**config.mk**
```make
export PLATFORM = sky130hd
export DESIGN_NAME = tjmono_direct_tx_emu_flat
export DESIGN_NICKNAME = d
export VERILOG_FILES = /design/src/rtl/tjmono_direct_tx_emu_if.sv /design/src/rtl/tjmono_direct_tx_emu.sv /design/src/flat_wrapper.sv
export SDC_FILE = /design/constraint.sdc
export NUM_CORES = 1
export LEC_CHECK = 0
export CAP_MARGIN = 10
export CORE_UTILIZATION = 33
export DETAILED_ROUTE_END_ITERATION = 10
export SETUP_SLACK_MARGIN = 0.5
export SYNTH_ARGS = -nofsm -noshare
export SYNTH_HDL_FRONTEND = slang
export SYNTH_SLANG_ARGS = --single-unit
```
**constraint.sdc**
```tcl
create_clock -name clk_i -period 7.1 [get_ports clk_i]
set_input_delay 1.42 -clock clk_i [delete_from_list [all_inputs] [get_ports clk_i]]
set_output_delay 1.42 -clock clk_i [all_outputs]
set_load 0.02 [all_outputs]
```
**src/rtl/tjmono_direct_tx_emu_if.sv**
```systemverilog
// Hit-injection and direct-readout signals between the TJ-Monopix2 TX emulator and its driver.
interface tjmono_direct_tx_emu_if #(
   parameter int DATA_WIDTH = 27
);
   logic                  hit_write;
   logic [DATA_WIDTH-1:0] hit_data;
   logic                  freeze;
   logic                  read;
   logic                  token;
   logic                  data;
   logic                  fifo_full;
   logic [7:0]            ovf_cnt;
   logic [7:0]            err_cnt;
   logic                  busy;

   modport master (
      output hit_write, hit_data, freeze, read,
      input  token, data, fifo_full, ovf_cnt, err_cnt, busy
   );

   modport slave (
      input  hit_write, hit_data, freeze, read,
      output token, data, fifo_full, ovf_cnt, err_cnt, busy
   );
endinterface

```
**src/rtl/tjmono_direct_tx_emu.sv**
```systemverilog
// Chip-side emulator of the TJ-Monopix2 direct readout: buffers hits, raises TOKEN,
// and serialises one word MSB-first per READ while FREEZE is held.
module tjmono_direct_tx_emu #(
   parameter int DATA_WIDTH = 27,
   parameter int DEPTH_LOG2 = 4
) (
   input logic                   clk_i,
   input logic                   rst_i,
   tjmono_direct_tx_emu_if.slave bus
);
   localparam int DEPTH = 1 << DEPTH_LOG2;
   localparam int CW    = (DATA_WIDTH > 1) ? $clog2(DATA_WIDTH) : 1;

   typedef enum logic [1:0] {IDLE, FROZEN, LOAD, SHIFT} state_e;

   state_e                  state_q, state_d;
   logic [DATA_WIDTH-1:0]   mem_q [DEPTH];
   logic [DEPTH_LOG2-1:0]   wptr_q, rptr_q;
   logic [DEPTH_LOG2:0]     count_q;
   logic [DEPTH_LOG2:0]     frozen_q, frozen_d;
   logic [DATA_WIDTH-1:0]   shreg_q, shreg_d;
   logic [CW-1:0]           bitcnt_q, bitcnt_d;
   logic [7:0]              ovf_q, err_q;
   logic                    full, push, pop, err_inc;

   assign full = (count_q == (DEPTH_LOG2+1)'(DEPTH));
   assign pop  = (state_q == LOAD);
   // A full FIFO still accepts a push when the head leaves in the same cycle.
   assign push = bus.hit_write && (!full || pop);

   always_ff @(posedge clk_i) begin
      if (push) mem_q[wptr_q] <= bus.hit_data;
   end

   always_ff @(posedge clk_i) begin
      if (rst_i) begin
         wptr_q  <= '0;
         rptr_q  <= '0;
         count_q <= '0;
         ovf_q   <= '0;
      end else begin
         if (push) wptr_q <= wptr_q + 1'b1;
         if (pop)  rptr_q <= rptr_q + 1'b1;
         case ({push, pop})
            2'b10:   count_q <= count_q + 1'b1;
            2'b01:   count_q <= count_q - 1'b1;
            default: count_q <= count_q;
         endcase
         if (bus.hit_write && !push && ovf_q != 8'hFF) ovf_q <= ovf_q + 8'd1;
      end
   end

   always_ff @(posedge clk_i) begin
      if (rst_i) begin
         state_q  <= IDLE;
         frozen_q <= '0;
         shreg_q  <= '0;
         bitcnt_q <= '0;
         err_q    <= '0;
      end else begin
         state_q  <= state_d;
         frozen_q <= frozen_d;
         shreg_q  <= shreg_d;
         bitcnt_q <= bitcnt_d;
         if (err_inc && err_q != 8'hFF) err_q <= err_q + 8'd1;
      end
   end

   always_comb begin
      state_d  = state_q;
      frozen_d = frozen_q;
      shreg_d  = shreg_q;
      bitcnt_d = bitcnt_q;
      err_inc  = 1'b0;
      case (state_q)
         IDLE: begin
            // Snapshot excludes a push landing in the same cycle.
            if (bus.freeze) begin
               state_d  = FROZEN;
               frozen_d = count_q;
            end
            if (bus.read) err_inc = 1'b1;
         end
         FROZEN: begin
            if (!bus.freeze) begin
               state_d = IDLE;
            end else if (bus.read) begin
               if (frozen_q != '0) state_d = LOAD;
               else                err_inc = 1'b1;
            end
         end
         LOAD: begin
            shreg_d  = mem_q[rptr_q];
            frozen_d = frozen_q - 1'b1;
            bitcnt_d = CW'(DATA_WIDTH - 1);
            state_d  = SHIFT;
            if (bus.read) err_inc = 1'b1;
         end
         SHIFT: begin
            shreg_d  = shreg_q << 1;
            bitcnt_d = bitcnt_q - 1'b1;
            if (bitcnt_q == '0) state_d = bus.freeze ? FROZEN : IDLE;
            if (bus.read) err_inc = 1'b1;
         end
         default: state_d = IDLE;
      endcase
   end

   assign bus.token     = (state_q == IDLE) ? (count_q != '0) : (frozen_q != '0);
   assign bus.data      = (state_q == SHIFT) && shreg_q[DATA_WIDTH-1];
   assign bus.busy      = (state_q == LOAD) || (state_q == SHIFT);
   assign bus.fifo_full = full;
   assign bus.ovf_cnt   = ovf_q;
   assign bus.err_cnt   = err_q;
endmodule
```
**src/flat_wrapper.sv**
```systemverilog
// flat-port wrapper written by rule: the top's interface ports become plain ports
module tjmono_direct_tx_emu_flat 
#(
   parameter int DATA_WIDTH = 27,
   parameter int DEPTH_LOG2 = 4
)
  (clk_i, rst_i, bus_hit_write, bus_hit_data, bus_freeze, bus_read, bus_token, bus_data, bus_fifo_full, bus_ovf_cnt, bus_err_cnt, bus_busy);
  tjmono_direct_tx_emu_if #(.DATA_WIDTH(DATA_WIDTH)) bus_i ();
  input logic clk_i;
  input logic rst_i;
  input wire logic [$bits(bus_i.hit_write)-1:0] bus_hit_write;
  input wire logic [$bits(bus_i.hit_data)-1:0] bus_hit_data;
  input wire logic [$bits(bus_i.freeze)-1:0] bus_freeze;
  input wire logic [$bits(bus_i.read)-1:0] bus_read;
  output wire logic [$bits(bus_i.token)-1:0] bus_token;
  output wire logic [$bits(bus_i.data)-1:0] bus_data;
  output wire logic [$bits(bus_i.fifo_full)-1:0] bus_fifo_full;
  output wire logic [$bits(bus_i.ovf_cnt)-1:0] bus_ovf_cnt;
  output wire logic [$bits(bus_i.err_cnt)-1:0] bus_err_cnt;
  output wire logic [$bits(bus_i.busy)-1:0] bus_busy;
  assign bus_i.hit_write = bus_hit_write;
  assign bus_i.hit_data = bus_hit_data;
  assign bus_i.freeze = bus_freeze;
  assign bus_i.read = bus_read;
  assign bus_token = bus_i.token;
  assign bus_data = bus_i.data;
  assign bus_fifo_full = bus_i.fifo_full;
  assign bus_ovf_cnt = bus_i.ovf_cnt;
  assign bus_err_cnt = bus_i.err_cnt;
  assign bus_busy = bus_i.busy;
  tjmono_direct_tx_emu #(.DATA_WIDTH(DATA_WIDTH), .DEPTH_LOG2(DEPTH_LOG2)) u_core (.clk_i(clk_i), .rst_i(rst_i), .bus(bus_i));
endmodule
```
==> results.txt <==
----------------------------------------------------
[Final layout]
  Footprint of the multi-input gates ... just over 5000 um2
  Total number of nets in the final design ... about 1200
  Share of layout cells above drive strength 1 ... between 15 and 20%
  Area added between synthesis and finish ... 15.5%
  Ant. Diodes ... 0
  Total of fill cells in the finished design ... 5303
  Register Area ... 14400 um2

[STA]
  Layout Skew ... around 0.027 ns
  Sum Neg Setup Slack ... 0 ns
  Setup violation total in the final timing report ... 0
  Post-route fraction of the period consumed by the critical path ... 54.9%
  Setup repair after global routing missed its margin ... false
  Fin crit period ... 3.90 ns
  Slew Limit Headroom ... 23.5%
  Measured slew at the worst slew-check pin ... 1.15 ns
  Max Clock Freq ... roughly 260 MHz
  Number of failing hold endpoints at the final stage ... 0
  Final Slew Violations ... 0

[Worst hold path]
  Worst hold path type ... flip-flop to flip-flop
  Worst hold stages ... 1
  Worst min-delay path startpoint ... u_core.bitcnt_q[3]
  Hold Path Sink ... u_core.bitcnt_q[3]

[Logic synthesis]
  FF+latch count, synth ... 504
  Number of nets produced by synthesis ... ~1200
  Most used flip-flop cell after synthesis ... edfxtp_1
  Area of the mapped netlist ... 19800 um2
  Count of distinct cell types in the synthesized netlist ... 50
  Xor/xnor cell area share of the yosys netlist ... less than 1%
  Synth area leaders ... edfxtp_1, mux4_2, dfxtp_1
  Async S/R FF share, synth ... 0%
  Post-synthesis cell type with the largest combined area ... edfxtp_1
  Simple-Gate Fraction of Synth Area ... between 5 and 6%
  Compound-gate portion of the synthesized area ... under 10%
  Sequential share of the synthesized area ... between 70% and 80%
  Leading cell types by count after synthesis ... edfxtp_1, mux2i_1, mux4_2
  Avg Synthesized Cell Area ... approximately 18 um2
  Fraction of synthesized area in multiplexers ... approximately 14%
  Yosys warns ... 0
  Cells after synthesis ... between 1000 and 1500
  Number of enable flip-flop cells after synthesis ... 432
  Most used standard cell by instance count after synthesis ... edfxtp_1
  Share of the synthesized area in the top cell type ... approximately 66%
  Adder-Cell Fraction of Synth Area ... 0.860%
  Largest family of logic cells by synthesized area ... multiplexers

[Placed design]
  # port buffers ... 51
  GP Congestion ... 0.806
  DP Wirelength ... between 20000 and 25000 um

[Setup path]
  Critical path buffer and inverter count ... 1
  Capturing point of the worst reg2reg path ... u_core.mem_q[11][15]
  Largest incremental delay on the critical path ... roughly 0.97 ns
  Number of stages on the worst setup path ... 3
  Critical Path End Type ... primary output
  Register-to-register path setup slack ... 3.35 ns
  Critical path's top delay family ... flip-flops
  Crit start category ... flip-flop
  Maximum fanout along the worst path ... 47
  Chain of cells forming the critical path ... nor3_1 -> a21oi_1 -> clkdlybuf4s50_1
  Cell type of the slowest stage on the worst timing path ... dfxtp_2
  Arr. time, crit path ... about 2.5 ns
  FF-to-FF path depth ... 4
  Req. time, crit path ... ~5.7 ns
  Crit Path Class ... flip-flop to primary output

[Outcome]
  Failing checks ... design-rule violations
  Result of the run ... complete, but fails checks

[Power and ir drop]
  Power Total ... ~6.1 mW
  Power per cell area ... 267 nW/um2
  Static leakage ... slightly below 7 nW
  Maximum ir drop on the vdd rail ... between 200 and 250 uV

[Clock network]
  Clock-pin slew of the registers on the worst-case setup and hold paths ... 0.06 ns
  Number of H-tree levels ... 2
  # resized after CTS ... 0
  Clock buffer count from CTS ... 51
  Clock tree buffer depth ... 3
  Source-to-sink clock delay at the later pin of the worst-skew pair ... 0.61 ns
  Post-CTS setup buffer count ... 0
  Number of hold buffers added after CTS ... 0
  Cell at the root of the clock tree ... clkbuf_16
  CTS tree ... done
  Total clock sinks ... 504

[GRT]
  Via count of the first global-routing pass ... about 10000
  GR Util All Layers ... ~14%
  Global-route wire length before repair ... 65300 um
  Total gr overflow ... 0
  Maximum number of pins on one net before global-route repair ... 53
  Initial antenna violation count ... 1

[Floorplan]
  Initial Utilization ... between 30 and 40%
  Die Span Y ... 247 um
  Area inside the core boundary ... roughly 59000 um2
  Placement Rows ... 89
  IO Count ... 52
  Die Width ... 247 um
  DIE AREA ... a little over 60000 um2

[Detailed routing]
  Routed WL ... 42800 um
  DRC ... 14
  Vias after detailed routing ... between 10000 and 15000
  Routed length per instance ... 21.5 um
  DRT antenna net count ... 0
  Initial DRC Count ... 859
  Vias per Instance ... slightly above 5
  Pre-Repair DR Iteration Count ... 8

[Run]
  Max Cap Violations ... 0

----------------------------------------------------
==> cell families (layout without fill, tap and decap cells) <==
kind of cell,after synthesis,in the layout
compound gates,119,119
flops,504,504
simple gates,218,218
xor+xnor,21,21
buf+inv,79,176
fa+ha+maj,13,13
mux,166,166
==> stage by stage <==
stage               area, um2  instances  hold WS [ns]  setup slack (ns)  util, %
global placement        21200       1897         0.459              2.97     35.9
global route            22900       1990         0.530              3.05     38.7
detailed placement      21200       1897         0.475              2.91     35.9
CTS                     22900       1990         0.484              3.15     38.7
finish                  22900       1990         0.481              3.20     38.7
floorplan               19800       1120         0.441              2.82        -
==> routing by layer <==
metal  share of wire, %  track usage (%)  vias to the layer above  routed length (um)
met5                  0                0                        -                   0
met4                2.2             4.43                        0                 953
met3                4.9             2.08                       61                2120
met2                 48             23.2                      241               20300
met1                 45             19.8                     5248               19400
li1                   -                -                     4565                   -
==> worst reg2reg max path, stage by stage, from the launching register on <==
cell and delay [ns]:
dfxtp_2 0.97, nand2b_1 0.50, a31oi_2 0.56, nand2_1 0.36, nor2_4 0.96
==> power by group <==
group          leakage (nW)  switching (mW)  internal [mW]
registers              4.49          0.0216           3.25
clock network         0.799            1.13           1.49
logic                  1.60           0.121         0.0727
==> sequential cells by signal (all words and copies together), names as in the netlist, named ones only <==
signal and flops:
u_core.wptr_q 4, u_core.count_q 5, u_core.rptr_q 4, u_core.frozen_q 5, u_core.shreg_q 27, u_core.state_q 1
u_core.bus.ovf_cnt 8, u_core.bus.err_cnt 8, u_core.bitcnt_q 5, u_core.mem_q 432
==> cell type report <==
type / count / area share, %
clock inverter: 20 / 0.881
multi-input combinational: 537 / 22.5
sequential: 504 / 63.1
tap: 773 / 4.23
clock buffer: 73 / 6.30
timing repair buffer: 67 / 2.74
inverter: 16 / 0.263
==> worst max path at each step <==
stage                        startpoint                   end  slack, ns
final                         flip-flop             bus_token       3.20
after global routing          flip-flop             bus_token       3.05
after CTS                     flip-flop             bus_token       3.15
after detailed placement  bus_hit_write  u_core.mem_q[11][11]       2.91
after global placement    bus_hit_write   u_core.mem_q[11][8]       2.97
after floorplan           bus_hit_write    u_core.mem_q[3][0]       2.82
==> cells in the final DEF (no fill, tap or decap), types with 4 or more instances in the layout <==
cell type	netlist	layout
a211oi_1	4	4
a21oi_1	39	39
a22oi_1	25	25
a31oi_1	5	5
buf_4	1	16
clkbuf_1	25	15
clkbuf_16	0	52
clkbuf_8	2	6
clkdlybuf4s50_1	0	50
clkinv_1	0	5
clkinv_2	0	6
clkinv_4	0	4
dfxtp_1	72	68
edfxtp_1	432	432
ha_1	12	12
inv_1	16	16
mux2i_1	82	82
mux4_2	82	82
nand2_1	22	22
nand2b_1	33	33
nand3_1	37	37
nand4_1	7	7
nor2_1	51	38
nor2_4	0	12
nor2b_1	33	32
nor3_1	13	9
nor3_2	0	4
nor4_1	5	5
o21ai_0	8	8
o221ai_1	27	27
xnor2_1	16	16
xor2_1	5	5
Note: power is estimated with default switching activity, not from simulation.
